File: config.mk
export PLATFORM = sky130hd
export DESIGN_NAME = f2h_sdram_read_arbiter
export DESIGN_NICKNAME = d
export VERILOG_FILES = /design/src/rtl/f2h_sdram_pkg.sv /design/src/rtl/f2h_sdram_read_arbiter_rr_arbiter2.sv /design/src/rtl/f2h_sdram_read_arbiter.sv
export SDC_FILE = /design/constraint.sdc
export NUM_CORES = 1
export LEC_CHECK = 0
export BUFFER_PORTS_ARGS = -buffer_cell sky130_fd_sc_hd__clkbuf_2
export CORE_AREA = 3 3 243 245
export CTS_CLUSTER_DIAMETER = 80
export CTS_CLUSTER_SIZE = 30
export DETAILED_ROUTE_END_ITERATION = 7
export DIE_AREA = 0 0 246 248
export GPL_TIMING_DRIVEN = 0
export HOLD_SLACK_MARGIN = 0.1
export PLACE_DENSITY = 0.35
export SLEW_MARGIN = 0
export SYNTH_ARGS = -nofsm -noshare
export SYNTH_HDL_FRONTEND = slang
export SYNTH_HIERARCHICAL = 1
export SYNTH_SLANG_ARGS = --single-unit
File: constraint.sdc
create_clock -name clk_i -period 3.75 [get_ports clk_i]
set_input_delay 0.1875 -clock clk_i [delete_from_list [all_inputs] [get_ports clk_i]]
set_output_delay 0.1875 -clock clk_i [all_outputs]
set_load 0.01 [all_outputs]
File: src/rtl/f2h_sdram_pkg.sv
// Shared definitions for the f2h_sdram read-port arbiter.
// Contents: arbiter state encoding and the default f2h_sdram bus widths.
package f2h_sdram_pkg;

    localparam int F2HSDRAM_DW     = 256;
    localparam int F2HSDRAM_ADDRW  = 27;
    localparam int F2HSDRAM_BURSTW = 8;

    typedef enum logic [1:0] {
        IDLE = 2'd0,
        CMD  = 2'd1,
        DATA = 2'd2
    } arb_state_e;

endpackage

File: src/rtl/f2h_sdram_read_arbiter_rr_arbiter2.sv
// Two-way round-robin pick with a port-0 urgent override.
// Ports:
//   req_i     per-port request
//   urgent_i  port 0 wins whenever it requests
//   rr_last_i port granted most recently (0 or 1)
//   win_o     one-hot winner, 0 when nobody requests
module rr_arbiter2
    import f2h_sdram_pkg::*;
(
    input  logic [1:0] req_i,
    input  logic       urgent_i,
    input  logic       rr_last_i,
    output logic [1:0] win_o
);

    always_comb begin
        win_o = 2'b00;
        // On a tie the port that was not served last goes first.
        if (req_i[0] && (urgent_i || !req_i[1] || rr_last_i)) begin
            win_o = 2'b01;
        end else if (req_i[1]) begin
            win_o = 2'b10;
        end
    end

endmodule

File: src/rtl/f2h_sdram_read_arbiter.sv
// Shares the single f2h_sdram bursting read port between the video fetch
// (port 0) and a secondary reader (port 1). The grant is held from command
// issue until the last beat of the burst, so beats never interleave.
// Ports:
//   clk_i, rst_n_i                      clock, async active-low reset
//   s_read_i/s_address_i/s_burstcount_i per-port read requests
//   s_waitrequest_o, s_readdatavalid_o  per-port handshake / beat valid
//   s_readdata_o                        return data broadcast to both ports
//   urgent0_i                           port 0 priority override (IDLE only)
//   m_*                                 f2h_sdram master side
//   grant_o, busy_o, err_o              status; err_o pulses on zero burst,
//                                       stray beat or inter-beat timeout
//
// state | meaning
// IDLE  | arbitrate; a zero-length winner is consumed and flagged
// CMD   | m_read_o asserted, waiting for !m_waitrequest_i
// DATA  | forwarding beats to the owner, watching for a stalled burst
module f2h_sdram_read_arbiter
    import f2h_sdram_pkg::*;
#(
    parameter int DATA_W      = F2HSDRAM_DW,
    parameter int ADDR_W      = F2HSDRAM_ADDRW,
    parameter int BURST_W     = F2HSDRAM_BURSTW,
    parameter int TIMEOUT_CYC = 4096
) (
    input  logic                 clk_i,
    input  logic                 rst_n_i,
    input  logic [1:0]           s_read_i,
    input  logic [2*ADDR_W-1:0]  s_address_i,
    input  logic [2*BURST_W-1:0] s_burstcount_i,
    output logic [1:0]           s_waitrequest_o,
    output logic [DATA_W-1:0]    s_readdata_o,
    output logic [1:0]           s_readdatavalid_o,
    input  logic                 urgent0_i,
    output logic [ADDR_W-1:0]    m_address_o,
    output logic [BURST_W-1:0]   m_burstcount_o,
    output logic                 m_read_o,
    input  logic                 m_waitrequest_i,
    input  logic [DATA_W-1:0]    m_readdata_i,
    input  logic                 m_readdatavalid_i,
    output logic [1:0]           grant_o,
    output logic                 busy_o,
    output logic                 err_o
);

    localparam int TMO_W = $clog2(TIMEOUT_CYC + 1);
    localparam logic [TMO_W-1:0] TMO_LOAD = TMO_W'(TIMEOUT_CYC);

    arb_state_e           state_q, state_d;
    logic                 rr_last_q, rr_last_d;
    logic [1:0]           grant_q, grant_d;
    logic [1:0]           consume_q, consume_d;
    logic [ADDR_W-1:0]    m_address_q, m_address_d;
    logic [BURST_W-1:0]   m_burstcount_q, m_burstcount_d;
    logic                 m_read_q, m_read_d;
    logic [BURST_W-1:0]   beat_cnt_q, beat_cnt_d;
    logic [TMO_W-1:0]     tmo_cnt_q, tmo_cnt_d;
    logic                 err_q, err_d;

    logic [1:0]           arb_req;
    logic [1:0]           win;
    logic [ADDR_W-1:0]    win_addr;
    logic [BURST_W-1:0]   win_bc;

    // While a zero-length request is being consumed its requester still
    // holds s_read; suppress arbitration so it is not picked twice.
    assign arb_req = (consume_q != 2'b00) ? 2'b00 : s_read_i;

    rr_arbiter2 u_rr (
        .req_i     (arb_req),
        .urgent_i  (urgent0_i),
        .rr_last_i (rr_last_q),
        .win_o     (win)
    );

    assign win_addr = win[1] ? s_address_i[ADDR_W +: ADDR_W]
                             : s_address_i[0 +: ADDR_W];
    assign win_bc   = win[1] ? s_burstcount_i[BURST_W +: BURST_W]
                             : s_burstcount_i[0 +: BURST_W];

    always_comb begin
        state_d        = state_q;
        rr_last_d      = rr_last_q;
        grant_d        = grant_q;
        consume_d      = 2'b00;
        m_address_d    = m_address_q;
        m_burstcount_d = m_burstcount_q;
        m_read_d       = m_read_q;
        beat_cnt_d     = beat_cnt_q;
        tmo_cnt_d      = tmo_cnt_q;
        err_d          = 1'b0;

        case (state_q)
            IDLE: begin
                if (m_readdatavalid_i) begin
                    err_d = 1'b1;
                end
                if (win != 2'b00) begin
                    if (win_bc == '0) begin
                        consume_d = win;
                        err_d     = 1'b1;
                    end else begin
                        grant_d        = win;
                        m_address_d    = win_addr;
                        m_burstcount_d = win_bc;
                        m_read_d       = 1'b1;
                        state_d        = CMD;
                    end
                end
            end
            CMD: begin
                if (m_readdatavalid_i) begin
                    err_d = 1'b1;
                end
                if (!m_waitrequest_i) begin
                    m_read_d   = 1'b0;
                    beat_cnt_d = m_burstcount_q;
                    tmo_cnt_d  = TMO_LOAD;
                    rr_last_d  = grant_q[1];
                    state_d    = DATA;
                end
            end
            DATA: begin
                if (m_readdatavalid_i) begin
                    tmo_cnt_d  = TMO_LOAD;
                    beat_cnt_d = beat_cnt_q - 1'b1;
                    if (beat_cnt_q == BURST_W'(1)) begin
                        grant_d = 2'b00;
                        state_d = IDLE;
                    end
                end else if (tmo_cnt_q == TMO_W'(1)) begin
                    err_d   = 1'b1;
                    grant_d = 2'b00;
                    state_d = IDLE;
                end else begin
                    tmo_cnt_d = tmo_cnt_q - 1'b1;
                end
            end
            default: begin
                grant_d  = 2'b00;
                m_read_d = 1'b0;
                state_d  = IDLE;
            end
        endcase
    end

    always_ff @(posedge clk_i or negedge rst_n_i) begin
        if (!rst_n_i) begin
            state_q        <= IDLE;
            rr_last_q      <= 1'b1;
            grant_q        <= 2'b00;
            consume_q      <= 2'b00;
            m_address_q    <= '0;
            m_burstcount_q <= '0;
            m_read_q       <= 1'b0;
            beat_cnt_q     <= '0;
            tmo_cnt_q      <= '0;
            err_q          <= 1'b0;
        end else begin
            state_q        <= state_d;
            rr_last_q      <= rr_last_d;
            grant_q        <= grant_d;
            consume_q      <= consume_d;
            m_address_q    <= m_address_d;
            m_burstcount_q <= m_burstcount_d;
            m_read_q       <= m_read_d;
            beat_cnt_q     <= beat_cnt_d;
            tmo_cnt_q      <= tmo_cnt_d;
            err_q          <= err_d;
        end
    end

    always_comb begin
        s_waitrequest_o = 2'b11;
        if (state_q == CMD) begin
            s_waitrequest_o = ~(grant_q & {2{~m_waitrequest_i}});
        end
        s_waitrequest_o = s_waitrequest_o & ~consume_q;
    end

    assign s_readdatavalid_o = (state_q == DATA && m_readdatavalid_i) ? grant_q : 2'b00;
    assign s_readdata_o      = (state_q == DATA) ? m_readdata_i : '0;
    assign m_address_o       = m_address_q;
    assign m_burstcount_o    = m_burstcount_q;
    assign m_read_o          = m_read_q;
    assign grant_o           = grant_q;
    assign busy_o            = (state_q != IDLE);
    assign err_o             = err_q;

endmodule
==> flow_summary_export.csv, run 1 <==
group,metric,value,unit
worst_setup_path,r2r_slack,0.91,ns
synth,synthesis.instances,608,
sta,final_max_slew_viol_count,0,
cells_and_area,syn_to_final_growth,82.9,%
clock_tree,tritoncts,"yes",
pwr,pwr-share-comb,0.644,
clock_tree,postCtsHoldBufs,1,
grt,gr-total-overflow,0,
detailed_routing,drc,0,
hold_path,hold_path_depth,2,
clock_tree,cts_buffers,9,
synth,ys.flop_type,"dfrtp_1",
placed_design,gp_congestion,0.898,
pwr,power_switching,2.88,mW
floorplan,die_area,0.0610,sq mm
floorplan,start_util,0.0941,
grt,grt_max_degree,54,
pwr,seqPwrFrac,0.214,
detailed_routing,vias,7118,
worst_setup_path,ff2ff_path_depth,6,
synth,syn_nets,945,
placed_design,port_buffers,632,
worst_setup_path,arrival,3.00,ns
sta,fin_crit,3.19,ns
floorplan,core-area,0.0574,sq mm
synth,ys_top_cells_by_count,"and2_1, dfrtp_1, mux2_2",
cells_and_area,fin_nets,1590,
pwr,power,6.13,mW
clock_tree,cts.clk_slew.worst_paths,0.06,ns
detailed_routing,wl_per_cell,21.9,um
grt,grt_pass1_wl,58300,um
worst_setup_path,r2r_start,"consume_q[0]",
worst_setup_path,path_class,"reg -> out",
grt,grt_pass1_vias,7028,
pwr,p_sw_frac,0.470,
synth,yosysMostFrequentCell,"and2_1",
clock_tree,root_buffer,"clkbuf_16",
clock_tree,cts.sink_count,65,
cells_and_area,final_cells,2027,
synth,async_reset_ff_frac,1.00,
sta,tightest_slew,1.03,ns
synth,synth_warnings,6,
cells_and_area,drive_gt1_frac,0.586,
worst_setup_path,path_max_fanout,10,
synth,mappedNetlistArea,0.00540,sq mm
floorplan,fp.dieW,246,um
placed_design,dpl.hpwl,40800,um
synth,yosysSeqAreaShare,0.301,
worst_setup_path,required,3.56,ns
pwr,ir_drop,247,uV
hold_path,hp-class,"in -> reg",
hold_path,hold_path_end,"state_q[0]",
detailed_routing,vias_per_cell,3.51,
pwr,clockPowerShare,0.143,
placed_design,pre_cts_slack,0.782,ns
worst_setup_path,worstReg2RegEnd,"m_address_o[15]",
pwr,intPower,3.25,mW
run_status,outcome,"completed",
sta,setup_viol,0,
detailed_routing,detail-route-antenna-nets,0,
sta,fin_skew,0.00791,ns
run,maxCapViolations,0,
grt,grt_antenna_before_repair,32,
synth,yosys.cell_types.count,54,
sta,tns,0,ns
floorplan,num_io_pins,633,
floorplan,rows,88,
clock_tree,clk_latency,0.34,ns
sta,rsz0062_at_grt,"false",
synth,synth_top_area_frac,0.301,
detailed_routing,routed_wl,44400,um
sta,finalWorstSetupSlack,0.564,ns
sta,fin_crit_sh,0.850,
pwr,p_leak,5.27,nW
synth,synth_edf_count,0,
synth,synth_top_cells_by_area,"and2_1, dfrtp_1, mux2_2",
clock_tree,cts_resized,0,
grt,grtUsageTotal,0.138,
hold_path,hold_start,"m_waitrequest_i",
clock_tree,post_cts_buffers,0,
pwr,power_density,621,mW/mm^2
clock_tree,htreeDepth,3,
floorplan,dieHeight,248,um
synth,yosysTopAreaCell,"and2_1",
synth,syn_avg_cell_area,8.88,sq um
worst_setup_path,cp-start-kind,"register",
sta,slew_headroom,0.312,
detailed_routing,drt_pass1_iterations,4,
sta,fmax,314,MHz
placed_design,dp_cells,2006,
sta,hold_viol_final,0,
worst_setup_path,critPathCaptureType,"output port",
synth,synth-seq-cells,65,
clock_tree,clockBufferDepth,2,
detailed_routing,drt-initial-drc-count,376,
[cells in the final DEF (no fill, tap or decap), types with 3 or more instances in the layout]
cell | synthesis | layout
clkbuf_2 | 0 | 631
and2_1 | 260 | 260
dfrtp_1 | 64 | 64
mux2_2 | 42 | 42
clkbuf_1 | 37 | 37
mux2_4 | 28 | 28
nand2_1 | 22 | 22
nor2_1 | 14 | 14
a21oi_1 | 14 | 14
o21ai_0 | 14 | 14
inv_1 | 11 | 11
clkbuf_16 | 0 | 9
or4_1 | 8 | 8
nand3_1 | 7 | 7
and3_1 | 6 | 6
nor3b_1 | 6 | 6
o211ai_1 | 6 | 6
nor3_1 | 5 | 5
a31oi_1 | 5 | 5
diode_2 | 0 | 4
buf_2 | 4 | 4
ha_1 | 4 | 4
nor4_1 | 3 | 3
buf_6 | 3 | 3
a211oi_1 | 3 | 3
or3_1 | 3 | 3
clkinvlp_4 | 0 | 3
[power by group through the flow]
| stage | logic, mW | registers, mW | clock network [mW] |
|---|---|---|---|
| after floorplan | 2.10 | 1.34 | 0 |
| after global placement | 4.02 | 1.32 | 0 |
| after detailed placement | 4.03 | 1.33 | 0 |
| after CTS | 4.05 | 1.32 | 0.905 |
| after global routing | 4.30 | 1.37 | 0.947 |
| final | 3.95 | 1.31 | 0.875 |
[area by class of cell]
type	count	area (sq um)
Timing Repair Buffer	634	3200
Inverter	11	41.3
Clock inverter	6	66.3
Clock buffer	10	239
Fill cell	6576	47500
Tap cell	765	957
Buffer	45	196
Sequential cell	65	1630
Antenna cell	4	10.0
Multi-Input combinational cell	487	3530
[logic make-up after synthesis]
| family | count (synthesis) | share of synthesized area |
|---|---|---|
| adder cells (fa/ha/maj) | 4 | 0.00927 |
| multiplexers | 71 | 0.167 |
| AO/OA/AOI/OAI | 65 | 0.0836 |
| flip-flops | 65 | 0.301 |
| AND/OR/NAND/NOR | 347 | 0.394 |
| buffers and inverters | 56 | 0.0440 |
[state kept, by name, summed over array words and instances, names as in the netlist]
register / count
m_address_o: 27
tmo_cnt_q: 13
beat_cnt_q: 8
m_burstcount_o: 8
consume_q: 2
grant_o: 2
state_q: 2
err_o: 1
m_read_o: 1
rr_last_q: 1
[layer usage]
metal | vias up | track usage | share of wire
met5 | - | 0 | 0.0064
met4 | 42 | 0.0392 | 0.027
met3 | 76 | 0.0656 | 0.11
met2 | 331 | 0.233 | 0.48
met1 | 3334 | 0.154 | 0.38
li1 | 3335 | - | -
[metrics by stage]
stage | hold WS, ns | instance area [sq um] | utilization
floorplan | -0.108 | 5400 | -
global placement | 0.464 | 9520 | 0.166
detailed placement | 0.104 | 9550 | 0.166
CTS | 0.139 | 9870 | 0.172
global route | 0.146 | 9870 | 0.172
finish | 0.151 | 9880 | 0.172
[worst max-delay path: stages (launching register included)]
cell and delay (ns):
dfrtp_1 0.31, buf_2 0.21, nor2b_1 0.15, clkbuf_1 0.53, clkbuf_1 0.58, clkbuf_1 0.37, and2_1 0.29, clkbuf_2 0.18
[worst max-delay path by stage]
| stage | start | endpoint | slack, ns | depth (start not counted) |
|---|---|---|---|---|
| 2_1_floorplan | consume_q[0] | m_address_o[0] | 1.38 | 8 |
| 3_3_place_gp | state_q[1] | s_readdata_o[97] | 0.75 | 7 |
| 3_5_place_dp | state_q[1] | s_readdata_o[97] | 0.78 | 7 |
| 4_1_cts | state_q[1] | s_readdata_o[97] | 0.40 | 7 |
| 5_1_grt | state_q[1] | s_readdata_o[95] | 0.20 | 7 |
| 6_report | state_q[1] | s_readdata_o[98] | 0.56 | 7 |
Note: power is estimated with default switching activity, not from simulation.
==> run 2, diff against run 1 <==
--- a/config.mk
+++ b/config.mk
@@ -5,15 +5,16 @@
 export SDC_FILE = /design/constraint.sdc
 export NUM_CORES = 1
 export LEC_CHECK = 0
+export ABC_AREA = 1
 export BUFFER_PORTS_ARGS = -buffer_cell sky130_fd_sc_hd__clkbuf_2
-export CORE_AREA = 3 3 243 245
+export CORE_AREA = 3 3 245 247
 export CTS_CLUSTER_DIAMETER = 80
 export CTS_CLUSTER_SIZE = 30
 export DETAILED_ROUTE_END_ITERATION = 7
-export DIE_AREA = 0 0 246 248
+export DIE_AREA = 0 0 248 250
 export GPL_TIMING_DRIVEN = 0
 export HOLD_SLACK_MARGIN = 0.1
-export PLACE_DENSITY = 0.35
+export PLACE_DENSITY = 0.36
 export SLEW_MARGIN = 0
 export SYNTH_ARGS = -nofsm -noshare
 export SYNTH_HDL_FRONTEND = slang
==> constraint.sdc (replaced) <==
create_clock -name clk_i -period 2.9 [get_ports clk_i]
set_input_delay 0.145 -clock clk_i [delete_from_list [all_inputs] [get_ports clk_i]]
set_output_delay 0.145 -clock clk_i [all_outputs]
set_load 0.01 [all_outputs]
==> flow_summary_export.csv, run 2 <==
group,metric,value,unit
detailed_routing,vias,8071,
run_status,outcome,"completed",
synth,async_reset_ff_frac,1.00,
synth,syn_avg_cell_area,5.66,sq um
hold_path,hp-class,"in -> reg",
synth,yosysTopAreaCell,"dfrtp_1",
synth,mappedNetlistArea,0.00548,sq mm
sta,tightest_slew,0.735,ns
detailed_routing,drt_pass1_iterations,7,
pwr,power,7.39,mW
synth,syn_nets,1305,
floorplan,fp.dieW,248,um
floorplan,dieHeight,250,um
sta,rsz0062_at_grt,"false",
detailed_routing,detail-route-antenna-nets,0,
synth,yosysSeqAreaShare,0.297,
synth,yosysMostFrequentCell,"inv_1",
floorplan,core-area,0.0578,sq mm
cells_and_area,mostFrequentLayoutCells,"clkbuf_2, inv_1, nor2_1",
synth,synth_top_area_frac,0.292,
cells_and_area,multiInputGateArea,0.00250,sq mm
placed_design,port_buffers,632,
cells_and_area,mostFrequentLayoutCell,"clkbuf_2",
placed_design,dpl_cell_area,0.00963,sq mm
worst_setup_path,r2r_slack,0.38,ns
floorplan,start_util,0.0948,
clock_tree,tritoncts,"yes",
placed_design,dpl.hpwl,34000,um
grt,grt_pass1_vias,7752,
synth,synth_top_cells_by_area,"dfrtp_1, inv_1, nor2_1",
synth,synth_edf_count,0,
clock_tree,cts.clk_slew.worst_paths,0.06,ns
clock_tree,cts.sink_count,65,
floorplan,rows,88,
floorplan,die_area,0.0620,sq mm
synth,yosys.cell_types.count,28,
pwr,power_density,738,mW/mm^2
sta,tns,0,ns
sta,final_max_slew_viol_count,0,
sta,hold_viol_final,0,
synth,synth-seq-cells,65,
grt,grtUsageTotal,0.113,
cells_and_area,final_cell_area,0.0100,sq mm
pwr,ir_drop,390,uV
floorplan,num_io_pins,633,
detailed_routing,wl_per_cell,15.8,um
clock_tree,clockBufferDepth,2,
pwr,p_leak,6.65,nW
clock_tree,htreeDepth,3,
grt,grt_max_degree,47,
detailed_routing,routed_wl,37700,um
sta,setup_viol,0,
detailed_routing,drc,0,
cells_and_area,largest_reg_flops,27,
worst_setup_path,required,2.76,ns
sta,fin_crit_sh,0.923,
synth,ys_top_cells_by_count,"inv_1, nor2_1, nand2_1",
clock_tree,clk_latency,0.33,ns
sta,fin_skew,0.00915,ns
synth,synth_warnings,6,
grt,gr-total-overflow,0,
detailed_routing,m1WireLength,15000,um
cells_and_area,filler_cell_count,6803,
sta,slew_headroom,0.510,
detailed_routing,drt-initial-drc-count,329,
cells_and_area,drive_gt1_frac,0.413,
run,maxCapViolations,0,
cells_and_area,ff_latch_area,0.00163,sq mm
placed_design,gp_congestion,0.880,
clock_tree,root_buffer,"clkbuf_16",
detailed_routing,vias_per_cell,3.38,
grt,grt_antenna_before_repair,8,
detailed_routing,dr.max_layer_used,"met5",
synth,synthesis.instances,968,
synth,ys.flop_type,"dfrtp_1",
detailed_routing,met3_length,3470,um
cells_and_area,fin_nets,1951,
worst_setup_path,arrival,2.53,ns
clock_tree,post_cts_buffers,0,
worst_setup_path,path_max_fanout,10,
worst_setup_path,path_class,"reg -> out",
cells_and_area,syn_to_final_growth,82.6,%
worst_setup_path,critPathCaptureType,"output port",
grt,grt_pass1_wl,51100,um
sta,fmax,374,MHz
sta,fin_crit,2.68,ns
worst_setup_path,cp-start-kind,"register",
clock_tree,cts_buffers,9,
detailed_routing,wl_met2,18400,um
run 2: changes by cell type in the layout (fill, tap and decap cells not counted), moves of 26 or more:
cell / before / now
and2_1: 260 / 0
nor2_1: 14 / 300
nand2_1: 22 / 112
o21ai_0: 14 / 50
mux2i_1: 1 / 27
mux2_2: 42 / 0
mux2_4: 28 / 0
inv_1: 11 / 306
run 2: logic make-up (layout without fill, tap and decap cells):
| family | after synthesis | in the layout | share of synthesized area |
|---|---|---|---|
| flip-flops | 65 | 65 | 0.297 |
| XOR/XNOR | 5 | 5 | 0.00799 |
| buffers and inverters | 349 | 999 | 0.249 |
| AO/OA/AOI/OAI | 79 | 79 | 0.0772 |
| AND/OR/NAND/NOR | 439 | 439 | 0.310 |
| other | 0 | 3 | 0 |
| adder cells (fa/ha/maj) | 4 | 4 | 0.00913 |
| multiplexers | 27 | 27 | 0.0493 |
run 2: final cells by class:
cell class,instances,area share
inverter,307,0.115
tap,765,0.0957
multi-input combinational,554,0.250
clock buffer,13,0.0270
sequential,65,0.163
antenna,3,0.000750
buffer,42,0.0215
timing repair buffer,635,0.321
clock inverter,2,0.00600
run 2: per-layer routing:
layer | track usage | vias to the layer above
met5 | 0 | -
met4 | 0.0292 | 4
met3 | 0.0350 | 29
met2 | 0.201 | 406
met1 | 0.129 | 3612
li1 | - | 4020
run 2: power by group:
group          internal [mW]  switching, mW  total, mW
combinational           1.56           2.98       4.54
clock                  0.819          0.405       1.22
sequential              1.32          0.304       1.63
run 2: path summary, 6_finish.rpt:
path	start	end	cells past startpoint
min in group asynchronous	rst_n_i	m_address_o[7]	2
hold reg to reg	tmo_cnt_q[12]	tmo_cnt_q[12]	2
max in group asynchronous	rst_n_i	rr_last_q	3
hold / removal	s_address_i[47]	m_address_o[20]	3
setup reg to reg	consume_q[0]	m_address_o[17]	10
setup / recovery	state_q[1]	s_readdata_o[211]	5
run 2: stage by stage:
step	setup slack (ns)	hold slack, ns	cells	util
floorplan	0.859	-0.151	968	-
global placement	0.182	0.421	2365	0.166
detailed placement	0.126	0.0914	2366	0.167
CTS	0.0589	0.101	2383	0.173
global route	0.00346	0.112	2384	0.173
finish	0.223	0.112	2386	0.173
run 2: what timing repair did:
item	4_1_cts	5_1_grt
endpoints found under the setup margin	13	37
resized for setup	3	2
hold buffers	2	0
pin swaps	0	0
endpoints found under the hold margin	65	0
run 2: critical path, stage by stage (launching register included):
cell	delay [ns]
dfrtp_1	0.42
nand2_1	0.33
clkbuf_1	0.61
clkbuf_1	0.58
nor2_1	0.08
clkbuf_2	0.17
